File: src/rtl/serial_subtractor_if.sv
// serial_subtractor_if
//   Operand/result bundle for the bit-serial subtractor.
//   master: drives start, a, b; observes busy, done, diff, borrow_out, overflow.
//   slave : the subtractor itself.
interface serial_subtractor_if #(
    parameter int WIDTH = 8
);
    logic             start;
    logic [WIDTH-1:0] a;
    logic [WIDTH-1:0] b;
    logic             busy;
    logic             done;
    logic [WIDTH-1:0] diff;
    logic             borrow_out;
    logic             overflow;

    modport master (
        output start, a, b,
        input  busy, done, diff, borrow_out, overflow
    );

    modport slave (
        input  start, a, b,
        output busy, done, diff, borrow_out, overflow
    );
endinterface

File: src/rtl/serial_subtractor.sv
// serial_subtractor
//   Bit-serial, LSB-first two's-complement subtractor: diff = a - b over WIDTH
//   cycles using one full-subtractor cell and a registered borrow. Results are
//   held in dedicated output registers until the next completion.
// Ports:
//   clk      system clock, rising edge
//   reset_n  asynchronous active-low reset
//   bus      slave side of serial_subtractor_if
//            start (in), a/b (in, captured on accept),
//            busy/done (out), diff/borrow_out/overflow (out, held)
//
// state | meaning
// IDLE  | waiting for start
// RUN   | one bit per cycle through the full-subtractor cell
// DONE  | one-cycle result pulse; start here is accepted back-to-back
module serial_subtractor #(
    parameter int WIDTH = 8
) (
    input  logic              clk,
    input  logic              reset_n,
    serial_subtractor_if.slave bus
);
    localparam int CW = (WIDTH > 1) ? $clog2(WIDTH) : 1;
    localparam logic [CW-1:0] CNT_LAST = CW'(WIDTH - 1);

    typedef enum logic [1:0] {IDLE, RUN, DONE} state_t;

    state_t           state;
    state_t           state_nx;
    logic [WIDTH-1:0] sa;
    logic [WIDTH-1:0] sb;
    logic [WIDTH-1:0] pr;
    logic [WIDTH-1:0] diff_q;
    logic [CW-1:0]    cnt;
    logic             bor;
    logic             a_msb;
    logic             b_msb;
    logic             borrow_q;
    logic             ovf_q;
    logic             accept;
    logic             last;
    logic             d;
    logic             bor_nx;

    always_ff @(posedge clk or negedge reset_n) begin
        if (!reset_n) state <= IDLE;
        else          state <= state_nx;
    end

    always_comb begin
        accept   = 1'b0;
        last     = 1'b0;
        state_nx = state;
        case (state)
            IDLE: begin
                accept = bus.start;
                if (bus.start) state_nx = RUN;
            end
            RUN: begin
                last = (cnt == CNT_LAST);
                if (last) state_nx = DONE;
            end
            DONE: begin
                accept   = bus.start;
                state_nx = bus.start ? RUN : IDLE;
            end
            default: state_nx = IDLE;
        endcase
    end

    // Full-subtractor cell on the current LSBs.
    always_comb begin
        d      = sa[0] ^ sb[0] ^ bor;
        bor_nx = (~sa[0] & sb[0]) | (~(sa[0] ^ sb[0]) & bor);
    end

    always_ff @(posedge clk or negedge reset_n) begin
        if (!reset_n) begin
            sa       <= '0;
            sb       <= '0;
            pr       <= '0;
            cnt      <= '0;
            bor      <= 1'b0;
            a_msb    <= 1'b0;
            b_msb    <= 1'b0;
            diff_q   <= '0;
            borrow_q <= 1'b0;
            ovf_q    <= 1'b0;
        end else if (accept) begin
            sa    <= bus.a;
            sb    <= bus.b;
            cnt   <= '0;
            bor   <= 1'b0;
            a_msb <= bus.a[WIDTH-1];
            b_msb <= bus.b[WIDTH-1];
        end else if (state == RUN) begin
            sa  <= {1'b0, sa[WIDTH-1:1]};
            sb  <= {1'b0, sb[WIDTH-1:1]};
            pr  <= {d, pr[WIDTH-1:1]};
            bor <= bor_nx;
            cnt <= cnt + 1'b1;
            if (last) begin
                // d is the result MSB on this final bit-cycle.
                diff_q   <= {d, pr[WIDTH-1:1]};
                borrow_q <= bor_nx;
                ovf_q    <= (a_msb ^ b_msb) & (d ^ a_msb);
            end
        end
    end

    assign bus.busy       = (state == RUN);
    assign bus.done       = (state == DONE);
    assign bus.diff       = diff_q;
    assign bus.borrow_out = borrow_q;
    assign bus.overflow   = ovf_q;
endmodule

File: src/flat_wrapper.sv
// flat-port wrapper written by rule: the top's interface ports become plain ports
module serial_subtractor_flat 
#(
    parameter int WIDTH = 8
)
  (clk, reset_n, bus_start, bus_a, bus_b, bus_busy, bus_done, bus_diff, bus_borrow_out, bus_overflow);
  serial_subtractor_if #(.WIDTH(WIDTH)) bus_i ();
  input  logic clk;
  input  logic reset_n;
  input wire logic [$bits(bus_i.start)-1:0] bus_start;
  input wire logic [$bits(bus_i.a)-1:0] bus_a;
  input wire logic [$bits(bus_i.b)-1:0] bus_b;
  output wire logic [$bits(bus_i.busy)-1:0] bus_busy;
  output wire logic [$bits(bus_i.done)-1:0] bus_done;
  output wire logic [$bits(bus_i.diff)-1:0] bus_diff;
  output wire logic [$bits(bus_i.borrow_out)-1:0] bus_borrow_out;
  output wire logic [$bits(bus_i.overflow)-1:0] bus_overflow;
  assign bus_i.start = bus_start;
  assign bus_i.a = bus_a;
  assign bus_i.b = bus_b;
  assign bus_busy = bus_i.busy;
  assign bus_done = bus_i.done;
  assign bus_diff = bus_i.diff;
  assign bus_borrow_out = bus_i.borrow_out;
  assign bus_overflow = bus_i.overflow;
  serial_subtractor #(.WIDTH(WIDTH)) u_core (.clk(clk), .reset_n(reset_n), .bus(bus_i));
endmodule
File: config.mk
export PLATFORM = sky130hd
export DESIGN_NAME = serial_subtractor_flat
export DESIGN_NICKNAME = d
export VERILOG_FILES = /design/src/rtl/serial_subtractor_if.sv /design/src/rtl/serial_subtractor.sv /design/src/flat_wrapper.sv
export SDC_FILE = /design/constraint.sdc
export NUM_CORES = 1
export LEC_CHECK = 0
export ABC_AREA = 1
export CELL_PAD_IN_SITES_DETAIL_PLACEMENT = 1
export CELL_PAD_IN_SITES_GLOBAL_PLACEMENT = 1
export CORE_ASPECT_RATIO = 2
export CORE_MARGIN = 2
export CORE_UTILIZATION = 44
export CTS_BUF_LIST = sky130_fd_sc_hd__clkbuf_8
export CTS_CLUSTER_SIZE = 40
export DETAILED_ROUTE_END_ITERATION = 6
export PLACE_DENSITY_LB_ADDON = 0.15
export SLEW_MARGIN = 20
export SYNTH_ARGS = -nofsm -noshare
export SYNTH_HDL_FRONTEND = slang
export SYNTH_SLANG_ARGS = --single-unit
export TNS_END_PERCENT = 10
File: constraint.sdc
create_clock -name clk -period 2 [get_ports clk]
set_input_delay 0.3 -clock clk [delete_from_list [all_inputs] [get_ports clk]]
set_output_delay 0.3 -clock clk [all_outputs]
set_load 0.01 [all_outputs]
==> parameters.txt <==
Parameter                              Value

Yosys
  Top cell type's share of synthesized area    0.540
  Leading register cell type out of synthesis    sky130_fd_sc_hd__dfrtp_1
  Number of different library cells in the post-synthesis netlist    20
  Commonest cells in the netlist    84 x sky130_fd_sc_hd__nand2_1, 41 x sky130_fd_sc_hd__dfrtp_1, 33 x sky130_fd_sc_hd__inv_1
  Yosys warning count    0
  Most instantiated library cell after synthesis    sky130_fd_sc_hd__nand2_1
  Post-Synthesis Net Count    approximately 250
  Cell area after synthesis    about 1900 um^2
  Share of synthesized area occupied by flip-flops and latches    0.540
  Leading post-synthesis cells by cell area    sky130_fd_sc_hd__dfrtp_1 54%, sky130_fd_sc_hd__nand2_1 17%, sky130_fd_sc_hd__inv_1 6.5%
  Post-synth top area cell    sky130_fd_sc_hd__dfrtp_1
  Syn Area/Cell    roughly 8.4 um^2
  Register bit total from synthesis    41
  Number of flops mapped to enable cells by yosys    0
  Async set or reset register ratio after synthesis    1.00
  Post-synthesis cell count    227

Layout
  Growth of design area from synthesis to finish    23.5%
  Core utilization of the finished layout    0.568
  Net count of the finished layout    roughly 290
  Area occupied by registers    slightly above 1000 um^2
  Area used by multi-input combinational logic    roughly 680 um^2
  Fillers    515
  Fraction of layout cells with a size suffix above 1    0.121
  Diodes inserted    0

Worst setup path
  Worst setup path category    flop to output port
  Kind of start point of the critical path    flop
  Largest driver fanout on the critical path    9
  Worst path required time    about 1.7 ns
  Arrival time of data at the critical path endpoint    approximately 1.6 ns
  Kind of capture point of the worst setup path    output port

Detailed routing
  Antenna violation net count after detailed routing    0
  Vias after detailed routing    1560
  First-pass iteration count of the detailed router    4
  Post-DR wirelength/cell    between 10 and 15 um
  Drt drc    0
  Count of routing violations after the opening detailed-route iteration    17
  Wire length reported by the detailed router    about 4400 um
  Detail-routed via count per cell    4.94

Die
  Site Rows    33
  DIE AREA    4890 um^2
  Overall die height    a little under 100 um
  CORE AREA    about 4100 um^2
  Die extent in x    between 50 and 60 um
  Ports placed on the boundary    31
  Initial cell density of the core    0.460

Clock tree
  TritonCTS clock tree    done
  Number of levels in the clock H-tree    2
  Number of CTS-inserted buffers    5
  Root buffer cell    sky130_fd_sc_hd__clkbuf_8
  Postcts setup bufs    0
  Count of hold buffers inserted by post-cts repair    1
  Worst skew pair latency    0.29 ns
  CTS sink count    between 40 and 50
  Max Buffers Root-to-Sink    2
  Resized cells post-CTS    0
  CTS clk-pin slew, worst paths    about 0.07 ns

Power and ir drop
  Switching part of the total power    0.406
  Internal power    ~2.1 mW
  Relative contribution of sequential cells to total power    0.398
  Reported net switching power    1.46 mW
  Power density over cell area    around 1500 nW/um^2
  Worst-case vdd ir drop    between 0.7 and 0.8 mV
  Leakage    about 1.2 nW
  Proportion of power drawn by combinational gates    0.463
  Clock power share    0.140

STA
  Final setup skew    0.00547 ns
  Count of final hold-check violations    0
  Setup Total Neg Slack    0 ns
  Min cycle time layout    ~1.8 ns
  Count of final setup violators    0
  Worst-Margin Slew    0.505 ns
  Hold slack    about 0.48 ns
  Final number of max-transition violations    0
  Maximum clock frequency    542 MHz
  Final worst path period share    0.923
  Setup ws final    about 0.15 ns
  Slew headroom    0.663
  Unrepaired setup endpoints after global routing    false

Placement
  Number of buffer cells added on primary ports    30
  Placement-stage worst setup slack    ~0.38 ns
  Final HPWL DP    3190 um
  Final weighted congestion in routability-driven placement    ~0.74

Global routing
  Vias in the first global route    between 1500 and 2000
  Initial antenna violation count    0
  Pin count of the biggest net entering global routing    23
  Global-route wire length before repair    between 7000 and 8000 um
  All-Layer GR Usage    0.207
  GRT Residual Overflow    0

Hold path
  Worst hold-check path type    flop to flop

Status
  Run status    finished, final reports clean

Run
  Max-cap violation count    0
## power by group through the flow
stage          clock network, mW  registers, mW  logic (mW)
6_report                   0.501           1.43        1.66
5_1_grt                    0.549           1.48        1.90
4_1_cts                    0.518           1.43        1.71
3_5_place_dp                   0           1.44        1.68
3_3_place_gp                   0           1.43        1.59
2_1_floorplan                  0           1.43        1.08
## through the flow
stage / cell area [um^2] / total power [mW] / std cells
after CTS: 2350 / 3.66 / 316
after floorplan: 1900 / 2.52 / 227
after global placement: 2260 / 3.02 / 309
final: 2350 / 3.59 / 316
after detailed placement: 2260 / 3.12 / 309
after global routing: 2350 / 3.93 / 316
## routing by layer
| metal | vias up | GRT usage | share of wire |
|---|---|---|---|
| li1 | 765 | - | - |
| met5 | - | 0 | 0 |
| met4 | 0 | 0.0852 | 0.023 |
| met3 | 8 | 0.0293 | 0.019 |
| met1 | 762 | 0.233 | 0.40 |
| met2 | 25 | 0.376 | 0.56 |
## final timing paths
path,to,from,depth (start not counted),slack [ns]
worst max register to register,u_core.bus.overflow$_DFFE_PN0P_,u_core.sb[0]$_DFFE_PN0P_,7,0.52
worst min register to register,u_core.sb[7]$_DFFE_PN0P_,u_core.sb[7]$_DFFE_PN0P_,2,0.48
max in group asynchronous,u_core.sb[7]$_DFFE_PN0P_,reset_n,3,0.92
min in group asynchronous,u_core.sa[1]$_DFFE_PN0P_,reset_n,2,0.52
worst min-delay path,u_core.sb[7]$_DFFE_PN0P_,u_core.sb[7]$_DFFE_PN0P_,2,0.48
worst max-delay path,bus_done,u_core.state[0]$_DFFE_PN0P_,3,0.15
## sequential cells by signal, indices dropped and copies added, names as in the netlist, 2 cells and up
| name | cells |
|---|---|
| u_core.bus.diff | 8 |
| u_core.sa | 8 |
| u_core.sb | 8 |
| u_core.pr | 7 |
| u_core.cnt | 3 |
| u_core.state | 2 |
## cell usage in the layout, fill, tap and decap left out
cell type                         count
sky130_fd_sc_hd__buf_2                1
sky130_fd_sc_hd__ha_1                 2
sky130_fd_sc_hd__or2_2                1
sky130_fd_sc_hd__clkinv_2             1
sky130_fd_sc_hd__nand2_4              1
sky130_fd_sc_hd__o21ai_1              2
sky130_fd_sc_hd__nor2_1               4
sky130_fd_sc_hd__nand3_1             24
sky130_fd_sc_hd__o21ai_0             10
sky130_fd_sc_hd__dfrtp_1             41
sky130_fd_sc_hd__nand2_1             84
sky130_fd_sc_hd__inv_2                2
sky130_fd_sc_hd__a21oi_1              1
sky130_fd_sc_hd__clkdlybuf4s50_1     29
sky130_fd_sc_hd__dlygate4sd3_1        1
sky130_fd_sc_hd__nor2_4               1
sky130_fd_sc_hd__o21ai_2              8
sky130_fd_sc_hd__nand2_2              3
sky130_fd_sc_hd__clkbuf_8             5
sky130_fd_sc_hd__inv_1               33
sky130_fd_sc_hd__inv_4                1
sky130_fd_sc_hd__buf_4                8
sky130_fd_sc_hd__fa_1                 1
## critical path, cell delays in order, from the launching register on
cell	delay, ns
sky130_fd_sc_hd__dfrtp_1	0.41
sky130_fd_sc_hd__buf_4	0.19
sky130_fd_sc_hd__nor2_1	0.11
sky130_fd_sc_hd__clkdlybuf4s50_1	0.55
## kinds of logic (layout without fill, tap and decap cells)
group	after synthesis	count (layout)	share of synthesized area
AND/OR/NAND/NOR	118	118	0.262
buffers and inverters	44	81	0.103
adder cells (fa/ha/maj)	3	3	0.0237
AO/OA/AOI/OAI	21	21	0.0711
flip-flops	41	41	0.540
## final cells by class
class / count / area share
Clock inverter: 1 / 0.00213
Multi-Input combinational cell: 142 / 0.289
Inverter: 36 / 0.0587
Tap cell: 52 / 0.0277
Clock buffer: 5 / 0.0293
Sequential cell: 41 / 0.437
Timing Repair Buffer: 39 / 0.156
Power figures use the tool's default switching activity.
